==> config.mk <==
export PLATFORM = sky130hd
export DESIGN_NAME = bsg_axil_to_fifo_client
export DESIGN_NICKNAME = d
export VERILOG_FILES = /design/src/rtl/bsg_axil_to_fifo_client.sv
export SDC_FILE = /design/constraint.sdc
export NUM_CORES = 1
export LEC_CHECK = 0
export CORE_ASPECT_RATIO = 1.1
export CORE_UTILIZATION = 44
export DETAILED_ROUTE_END_ITERATION = 10
export PLACE_DENSITY = 0.82
export SLEW_MARGIN = 20
export SYNTH_ARGS = -nofsm -noshare
export SYNTH_HDL_FRONTEND = slang
export SYNTH_SLANG_ARGS = --single-unit
export TNS_END_PERCENT = 10
==> constraint.sdc <==
create_clock -name aclk_i -period 2.2 [get_ports aclk_i]
set_input_delay 0.22 -clock aclk_i [delete_from_list [all_inputs] [get_ports aclk_i]]
set_output_delay 0.22 -clock aclk_i [all_outputs]
set_load 0.1 [all_outputs]
==> src/rtl/bsg_axil_to_fifo_client.sv <==
// AXI4-Lite subordinate that turns each AXI-Lite read or write into one valid/ready client request.
// Read data comes back on a valid/yumi interface. Only one transaction is in flight at a time.
module bsg_axil_to_fifo_client #(
  parameter int addr_width_p = 32,
  parameter int data_width_p = 32
) (
  input  logic                        aclk_i,
  input  logic                        areset_i,
  input  logic [addr_width_p-1:0]     awaddr_i,
  input  logic [2:0]                  awprot_i,
  input  logic                        awvalid_i,
  output logic                        awready_o,
  input  logic [data_width_p-1:0]     wdata_i,
  input  logic [data_width_p/8-1:0]   wstrb_i,
  input  logic                        wvalid_i,
  output logic                        wready_o,
  output logic [1:0]                  bresp_o,
  output logic                        bvalid_o,
  input  logic                        bready_i,
  input  logic [addr_width_p-1:0]     araddr_i,
  input  logic [2:0]                  arprot_i,
  input  logic                        arvalid_i,
  output logic                        arready_o,
  output logic [data_width_p-1:0]     rdata_o,
  output logic [1:0]                  rresp_o,
  output logic                        rvalid_o,
  input  logic                        rready_i,
  output logic                        v_o,
  output logic                        w_o,
  output logic [addr_width_p-1:0]     addr_o,
  output logic [data_width_p-1:0]     data_o,
  output logic [data_width_p/8-1:0]   wmask_o,
  input  logic                        ready_i,
  input  logic                        v_i,
  input  logic [data_width_p-1:0]     data_i,
  output logic                        yumi_o
);

  typedef enum logic [2:0] {
    IDLE    = 3'd0,
    WR_REQ  = 3'd1,
    WR_RESP = 3'd2,
    RD_REQ  = 3'd3,
    RD_WAIT = 3'd4,
    RD_RESP = 3'd5
  } state_e;

  state_e                    state_q, state_d;
  logic                      aw_full_q, w_full_q, ar_full_q;
  logic [addr_width_p-1:0]   aw_addr_q, ar_addr_q;
  logic [data_width_p-1:0]   w_data_q, rdata_q;
  logic [data_width_p/8-1:0] w_mask_q;
  logic                      last_wr_q;
  logic                      wr_done_s, rd_done_s, rd_capture_s;
  logic                      wr_ok_s, rd_ok_s;
  logic                      prot_unused_s;

  assign prot_unused_s = ^{awprot_i, arprot_i};

  assign wr_ok_s   = aw_full_q & w_full_q;
  assign rd_ok_s   = ar_full_q;
  assign awready_o = ~aw_full_q;
  assign wready_o  = ~w_full_q;
  assign arready_o = ~ar_full_q;
  assign bresp_o   = 2'b00;
  assign rresp_o   = 2'b00;
  assign rdata_o   = rdata_q;

  // Next-state and client/response outputs, decoded from the current state.
  always_comb begin
    state_d      = state_q;
    v_o          = 1'b0;
    w_o          = 1'b0;
    addr_o       = '0;
    data_o       = '0;
    wmask_o      = '0;
    bvalid_o     = 1'b0;
    rvalid_o     = 1'b0;
    yumi_o       = 1'b0;
    wr_done_s    = 1'b0;
    rd_done_s    = 1'b0;
    rd_capture_s = 1'b0;
    case (state_q)
      IDLE: begin
        // Simultaneous read/write alternates on last_wr so neither side starves.
        if (wr_ok_s & rd_ok_s) state_d = last_wr_q ? RD_REQ : WR_REQ;
        else if (wr_ok_s)      state_d = WR_REQ;
        else if (rd_ok_s)      state_d = RD_REQ;
        else                   state_d = IDLE;
      end
      WR_REQ: begin
        v_o     = 1'b1;
        w_o     = 1'b1;
        addr_o  = aw_addr_q;
        data_o  = w_data_q;
        wmask_o = w_mask_q;
        if (ready_i) begin
          wr_done_s = 1'b1;
          state_d   = WR_RESP;
        end else begin
          state_d = WR_REQ;
        end
      end
      WR_RESP: begin
        bvalid_o = 1'b1;
        if (bready_i) state_d = IDLE;
        else          state_d = WR_RESP;
      end
      RD_REQ: begin
        v_o    = 1'b1;
        addr_o = ar_addr_q;
        if (ready_i) begin
          rd_done_s = 1'b1;
          state_d   = RD_WAIT;
        end else begin
          state_d = RD_REQ;
        end
      end
      RD_WAIT: begin
        yumi_o = v_i;
        if (v_i) begin
          rd_capture_s = 1'b1;
          state_d      = RD_RESP;
        end else begin
          state_d = RD_WAIT;
        end
      end
      RD_RESP: begin
        rvalid_o = 1'b1;
        if (rready_i) state_d = IDLE;
        else          state_d = RD_RESP;
      end
      default: state_d = IDLE;
    endcase
  end

  // State, skid registers, arbitration flag and read data capture.
  always_ff @(posedge aclk_i) begin
    if (areset_i) begin
      state_q   <= IDLE;
      aw_full_q <= 1'b0;
      w_full_q  <= 1'b0;
      ar_full_q <= 1'b0;
      aw_addr_q <= '0;
      ar_addr_q <= '0;
      w_data_q  <= '0;
      w_mask_q  <= '0;
      last_wr_q <= 1'b0;
      rdata_q   <= '0;
    end else begin
      state_q <= state_d;
      // A register being cleared still shows ready low, so clear never races a refill.
      if (wr_done_s) begin
        aw_full_q <= 1'b0;
        w_full_q  <= 1'b0;
        last_wr_q <= 1'b1;
      end else begin
        if (awvalid_i & ~aw_full_q) begin
          aw_full_q <= 1'b1;
          aw_addr_q <= awaddr_i;
        end
        if (wvalid_i & ~w_full_q) begin
          w_full_q <= 1'b1;
          w_data_q <= wdata_i;
          w_mask_q <= wstrb_i;
        end
      end
      if (rd_done_s) begin
        ar_full_q <= 1'b0;
        last_wr_q <= 1'b0;
      end else if (arvalid_i & ~ar_full_q) begin
        ar_full_q <= 1'b1;
        ar_addr_q <= araddr_i;
      end
      if (rd_capture_s) rdata_q <= data_i;
    end
  end

endmodule

==> run summary, run 1 <==
===============================================================================================
Type of origin of the critical path                                                    register
Final wirelength                                                                       17900 µm
Global Route met3 Usage                                                                   7.01%
Kind of critical path                                                              register to primary output
Cts bufs inserted                                                                            17
Num ports                                                                                   259
Setup repair after global routing missed its margin                                       false
Maximum number of pins on one net before global-route repair                                 71
Clock root buffer master                                                           sky130_fd_sc_hd__clkbuf_16
Worst Slack Setup Final                                                                0.132 ns
Vias per std cell                                                                          4.84
Highest-count cells in the layout ignoring fill and taps                           sky130_fd_sc_hd__nand2b_1 (200), sky130_fd_sc_hd__clkdlybuf4s50_1 (139), sky130_fd_sc_hd__dfxtp_1 (138)
Max-cap violation count                                                                       0
DPL Wire Length                                                                        12500 µm
Initial standard-cell utilization of the core                                             45.1%
Data arrival time of the critical path                                                  1.85 ns
DRT iter0 DRCs                                                                              238
Hold Vio Cnt, Final                                                                           0
Area added between synthesis and finish                                                   55.3%
Final Power                                                                             7170 µW
Hold-fix buffers at CTS                                                                       0
Post-DP Area                                                                           9980 µm²
Row count                                                                                    47
Average wire per standard cell                                                          15.2 µm
Run status                                                                         finished clean
Total of fill cells in the finished design                                                 1135
Post-synthesis sequential area ratio                                                      41.0%
Placer's final routability congestion estimate                                            0.751
Global routing met1 resource utilization                                                  26.3%
Number of warning messages in the yosys log                                                   0
Worst Reg-to-Reg Cells                                                                        4
Global-route total usage across every layer                                               23.0%
Post-synthesis instance area                                                           6790 µm²
Maximum root-to-sink buffer count                                                             2
Final worst-path cycle share                                                              94.0%
Met2 usage                                                                                39.7%
Instance count of the mapped netlist                                                        742
Clock input transition at the sequential cells of the worst setup and hold paths        0.06 ns
Mean cell area of the mapped netlist                                                   9.15 µm²
Number of global-route vias before repair                                                  5676
Startpoint of the most critical register-to-register path                            state_q[2]
Class of the most critical hold timing path                                        input pin to register
Design area                                                                           10500 µm²
Beginning of the worst hold path                                                       areset_i
Worst IR Drop VDD                                                                    0.000473 V
Share of layout cells above drive strength 1                                              17.9%
Worst hold endpoint                                                                  state_q[2]
Post-route setup TNS                                                                       0 ns
Post-Route Skew                                                                      0.00943 ns
Number of iterations in the first detailed-routing pass                                       4
Total vias in the final route                                                              5687
Horizontal extent of the die                                                             120 µm
Min cycle time layout                                                                   2.07 ns
Maximum frequency from static timing analysis                                           484 MHz
Leakage power figure                                                                 0.00418 µW
Number of antenna-violating nets in the routed design                                         0
Power density over the cells                                                         680 nW/µm²
Placeable core area                                                                   15100 µm²
DRC violation count after routing                                                             0
CTS sink count                                                                              139
Initial antenna violation count                                                               1
I/O Buffers                                                                                 248
Worst slack, placed                                                                    0.336 ns
Number of gates resized after cts                                                             2
Number of setup violations in the final report                                                0
Util after Layout                                                                         70.0%
Register bit total from synthesis                                                           139
Count of cells along the worst hold path                                                      2
Worst-skew pair later-pin latency                                                       0.42 ns
Critical path data required time                                                        1.98 ns
Global-route wire length before repair                                                 28800 µm
Area enclosed by the die boundary                                                     15900 µm²
Die span in y                                                                            132 µm
Clock tree from TritonCTS                                                                  done
Level count of the clock H-tree                                                               4
Endpoint of the lowest-slack register-to-register path                             aw_addr_q[21]
Setup fix buffers added after clock tree synthesis                                            0
Maximum fanout along the worst path                                                          25
Final global-route overflow total                                                             0
Unique masters post-synth                                                                    31
Max-slew violation count                                                                      0
Peak-usage layer in the global routing report                                              met2
Critical path capture point type                                                   primary output
Setup slack on the worst flop-to-flop path                                              0.52 ns
Nets                                                                                       1112
Most common cell after layout, fill and taps aside                                 sky130_fd_sc_hd__nand2b_1
===============================================================================================
==> how the worst max path moves through the flow <==
stage,from,cells past startpoint,endpoint,slack [ns]
floorplan,state_q[1],4,addr_o[15],-0.20
global placement,ready_i,5,aw_addr_q[23],0.37
detailed placement,ready_i,5,aw_addr_q[25],0.34
CTS,state_q[1],4,addr_o[14],0.1
global route,state_q[2],4,addr_o[22],0.04
finish,state_q[2],4,addr_o[27],0.13
==> synthesized netlist by cell type, drive strengths merged <==
| cell type | instances | area, µm² |
|---|---|---|
| nor4 | 1 | 6.26 |
| o21ai | 2 | 10.0 |
| nand2 | 66 | 248 |
| dfxtp | 139 | 2780 |
| nor2 | 36 | 135 |
| clkbuf | 31 | 116 |
| conb | 1 | 3.75 |
| nand4bb | 1 | 11.3 |
| nor3b | 4 | 45.1 |
| inv | 6 | 22.5 |
| mux2i | 133 | 1330 |
| and3 | 37 | 231 |
| a31oi | 1 | 6.26 |
| o311ai | 1 | 8.76 |
| nor2b | 2 | 12.5 |
| o21a | 2 | 15.0 |
| and4bb | 1 | 16.3 |
| a21oi | 34 | 170 |
| and4b | 1 | 13.8 |
| a21bo | 1 | 10.0 |
| buf | 36 | 304 |
| nor3 | 3 | 15.0 |
| and3b | 1 | 8.76 |
| nand2b | 201 | 1260 |
| o32ai | 1 | 8.76 |
==> state kept, by name, indices dropped and copies added (netlist names) <==
name,cells
ar_full_q,1
w_data_q,32
w_full_q,1
rdata_o,32
w_mask_q,4
last_wr_q,1
aw_full_q,1
aw_addr_q,32
state_q,3
ar_addr_q,32
==> layer usage <==
layer  up-vias  routed length, µm
li1       2863                  -
met1      2617               7340
met2       184               8830
met3        23               1380
met4         0                341
met5         -                  0
==> kinds of logic (layout without fill, tap and decap cells) <==
logic type | Yosys count | count (layout) | share of synthesized area (%)
simple gates | 354 | 354 | 29.5
buf+inv | 73 | 306 | 6.52
mux | 133 | 133 | 19.6
flops | 139 | 139 | 41.0
other cells | 1 | 5 | 0.0552
compound gates | 42 | 42 | 3.37
==> power breakdown <==
group | total [µW] | leakage [µW] | switching, µW | internal, µW
Combinational | 1700 | 0.00278 | 932 | 763
Sequential | 2770 | 0.00114 | 104 | 2670
Clock | 2700 | 0.000254 | 1220 | 1480
Total | 7170 | 0.00418 | 2260 | 4910
==> critical path: stages, from the launching register on <==
cell,delay (ns)
sky130_fd_sc_hd__dfxtp_1,0.52
sky130_fd_sc_hd__nand2b_2,0.24
sky130_fd_sc_hd__buf_4,0.32
sky130_fd_sc_hd__nor2_1,0.15
sky130_fd_sc_hd__buf_12,0.19
==> final cells by class <==
class | instances | area, µm² | share of cell area [%]
Sequential cell | 139 | 2790 | 26.4
Clock buffer | 17 | 425 | 4.04
Timing Repair Buffer | 268 | 3320 | 31.5
Clock inverter | 15 | 129 | 1.22
Tap cell | 196 | 245 | 2.33
Inverter | 6 | 25.0 | 0.237
Antenna cell | 1 | 2.50 | 0.0237
Multi-Input combinational cell | 533 | 3610 | 34.2
==> metrics by stage <==
stage                     hold WS, ns  std cells
after floorplan                 0.330        745
after global placement          0.443       1142
after detailed placement        0.447       1142
after CTS                       0.237       1174
after global routing            0.291       1174
final                           0.251       1175
No activity file was read; power rests on OpenSTA's default activity.
==> run 2: changes to the inputs <==
--- a/config.mk
+++ b/config.mk
@@ -6,9 +6,9 @@
 export NUM_CORES = 1
 export LEC_CHECK = 0
 export CORE_ASPECT_RATIO = 1.1
-export CORE_UTILIZATION = 44
+export CORE_UTILIZATION = 35
 export DETAILED_ROUTE_END_ITERATION = 10
-export PLACE_DENSITY = 0.82
+export PLACE_DENSITY = 0.68
 export SLEW_MARGIN = 20
 export SYNTH_ARGS = -nofsm -noshare
 export SYNTH_HDL_FRONTEND = slang
==> run 2 against run 1 <==
Compared with the run above:
- combinational power is essentially flat
- non-clock buffer count fell by 4
- clock power up 17%
- cell count up 3.9%
- sequential cell count did not move
- sequential share of layout area is 0.40 points lower
- design area increased by 1.4%
- critical endpoint is now addr_o[28]
==> run summary, run 2 (synthesis gave the netlist of run 1 again) <==
===============================================================================================
Run status                                                                         finished clean
Placeable core area                                                                   19000 µm²   +26%
Most common cell after layout, fill and taps aside                                 sky130_fd_sc_hd__nand2b_1
Area enclosed by the die boundary                                                     20000 µm²   +25%
Max-cap violation count                                                                       0   unchanged
I/O Buffers                                                                                 248   unchanged
Die span in y                                                                            148 µm   +12%
Number of global-route vias before repair                                                  5357   -5.6%
Area added between synthesis and finish                                                   57.5%
Number of antenna-violating nets in the routed design                                         0   unchanged
Worst-skew pair later-pin latency                                                       0.41 ns   about the same
DRT iter0 DRCs                                                                              244   +2.5%
Maximum fanout along the worst path                                                          27   +8.0%
Number of buffer and inverter instances along the worst setup path                            2   unchanged
Maximum number of pins on one net before global-route repair                                 97   +37%
Initial antenna violation count                                                               0   -1
Class of the most critical hold timing path                                        input pin to register
Maximum single-stage delay on the critical path                                         0.31 ns   -0.21 ns
Final global-route overflow total                                                             0   unchanged
Nets                                                                                       1108   -0.36%
Row count                                                                                    53   +13%
Setup slack on the worst flop-to-flop path                                              0.58 ns   +0.06 ns
DPL Wire Length                                                                        12000 µm   -3.7%
Startpoint of the most critical register-to-register path                            state_q[2]
Final wirelength                                                                       17800 µm   -0.39%
Crit-path leading delay family                                                     simple AND/OR/NAND/NOR gates
Final worst-path cycle share                                                              93.6%   -0.36 points
Maximum frequency from static timing analysis                                           485 MHz   +0.38%
Share of layout cells above drive strength 1                                              17.6%   -0.34 points
Critical path capture point type                                                   primary output
Level count of the clock H-tree                                                               4   unchanged
Highest-count cells in the layout ignoring fill and taps                           sky130_fd_sc_hd__nand2b_1 (200), sky130_fd_sc_hd__clkdlybuf4s50_1 (139), sky130_fd_sc_hd__dfxtp_1 (138)
Number of setup violations in the final report                                                0   unchanged
Total vias in the final route                                                              5603   -1.5%
Type of origin of the critical path                                                    register
Clock input transition at the sequential cells of the worst setup and hold paths        0.06 ns   about the same
Horizontal extent of the die                                                             135 µm   +12%
Critical path data required time                                                        1.98 ns   about the same
Final Power                                                                             7630 µW   +6.5%
Power density over the cells                                                         714 nW/µm²   +5.0%
Average wire per standard cell                                                          14.6 µm   -4.1%
Global-route total usage across every layer                                               17.8%   -5.1 points
Post-DP Area                                                                          10000 µm²   +0.59%
Initial standard-cell utilization of the core                                             35.7%   -9.4 points
Setup repair after global routing missed its margin                                       false
Critical Path Source                                                                 state_q[2]
Cells along the critical path                                                      nand2b_2, buf_4, nor2_1, buf_12
Setup fix buffers added after clock tree synthesis                                            0   unchanged
Data arrival time of the critical path                                                  1.84 ns   about the same
Post-Route Skew                                                                      0.00849 ns   -0.000942 ns
CTS sink count                                                                              139   unchanged
Total inserted antenna cells                                                                  0   -1
Worst Slack Setup Final                                                                0.140 ns   +0.00792 ns
Min cycle time layout                                                                   2.06 ns   -0.00792 ns
Number of iterations in the first detailed-routing pass                                       6   +2
Max-slew violation count                                                                      0   unchanged
Num ports                                                                                   259   unchanged
Post-route setup TNS                                                                       0 ns   unchanged
Kind of critical path                                                              register to primary output
Placer's final routability congestion estimate                                            0.735   -2.1%
Clock root buffer master                                                           sky130_fd_sc_hd__clkbuf_16
Worst IR Drop VDD                                                                    0.000522 V   +10%
DRC violation count after routing                                                             0   unchanged
Cts bufs inserted                                                                            17   unchanged
Vias per std cell                                                                          4.59   -5.2%
Slowest CP cell                                                                    sky130_fd_sc_hd__dfxtp_1
Leakage power figure                                                                 0.00422 µW   +1.1%
Maximum root-to-sink buffer count                                                             2   unchanged
Worst slack, placed                                                                    0.307 ns   -0.0289 ns
Design area                                                                           10700 µm²   +1.4%
Clock tree from TritonCTS                                                                  done
Global-route wire length before repair                                                 27800 µm   -3.4%
Beginning of the worst hold path                                                       areset_i
Hold Vio Cnt, Final                                                                           0   unchanged
===============================================================================================
[run 2: final cells by class]
class / count / area [µm²]
repair buffers: 264 / 3320
well taps: 247 / 309
clock buffers: 18 / 429
multi-input cells: 533 / 3610
fillers: 1694 / 8340
flip-flops and latches: 139 / 2780
inverters: 6 / 28.8
clock inverters: 14 / 219
[run 2: power by group]
part / switching [µW] / internal (µW) / total (µW) / leakage [µW]
Sequential: 81.1 / 2670 / 2750 / 0.00114
Clock: 1150 / 2020 / 3170 / 0.000311
Combinational: 950 / 759 / 1710 / 0.00277
Total: 2180 / 5450 / 7630 / 0.00422
[run 2: path summary, 6_finish.rpt]
check        depth (start not counted)            end
min                                  2     state_q[2]
max reg2reg                          5  aw_addr_q[15]
max                                  4     addr_o[28]
min reg2reg                          2    rdata_o[19]
[run 2: per-stage QoR]
| stage | hold WS, ns | instances | utilization (%) |
|---|---|---|---|
| 6_report | 0.261 | 1221 | 56.2 |
| 5_1_grt | 0.287 | 1221 | 56.2 |
| 4_1_cts | 0.241 | 1221 | 56.2 |
| 3_5_place_dp | 0.449 | 1189 | 52.8 |
| 3_3_place_gp | 0.443 | 1189 | 52.8 |
| 2_1_floorplan | 0.330 | 745 | - |
[run 2: timing repair]
| item | CTS | global route |
|---|---|---|
| resized for setup | 1 | 1 |
| endpoints found under the setup margin | 36 | 23 |
| hold buffers | 0 | 0 |
[run 2: per-layer routing]
metal / GRT usage [%] / part of all wire (%) / vias up
met3: 5.86 / 7.3 / 11
li1: - / - / 2852
met1: 21.5 / 44 / 2581
met4: 5.39 / 0.83 / 0
met2: 29.9 / 48 / 159
met5: 0 / 0 / -
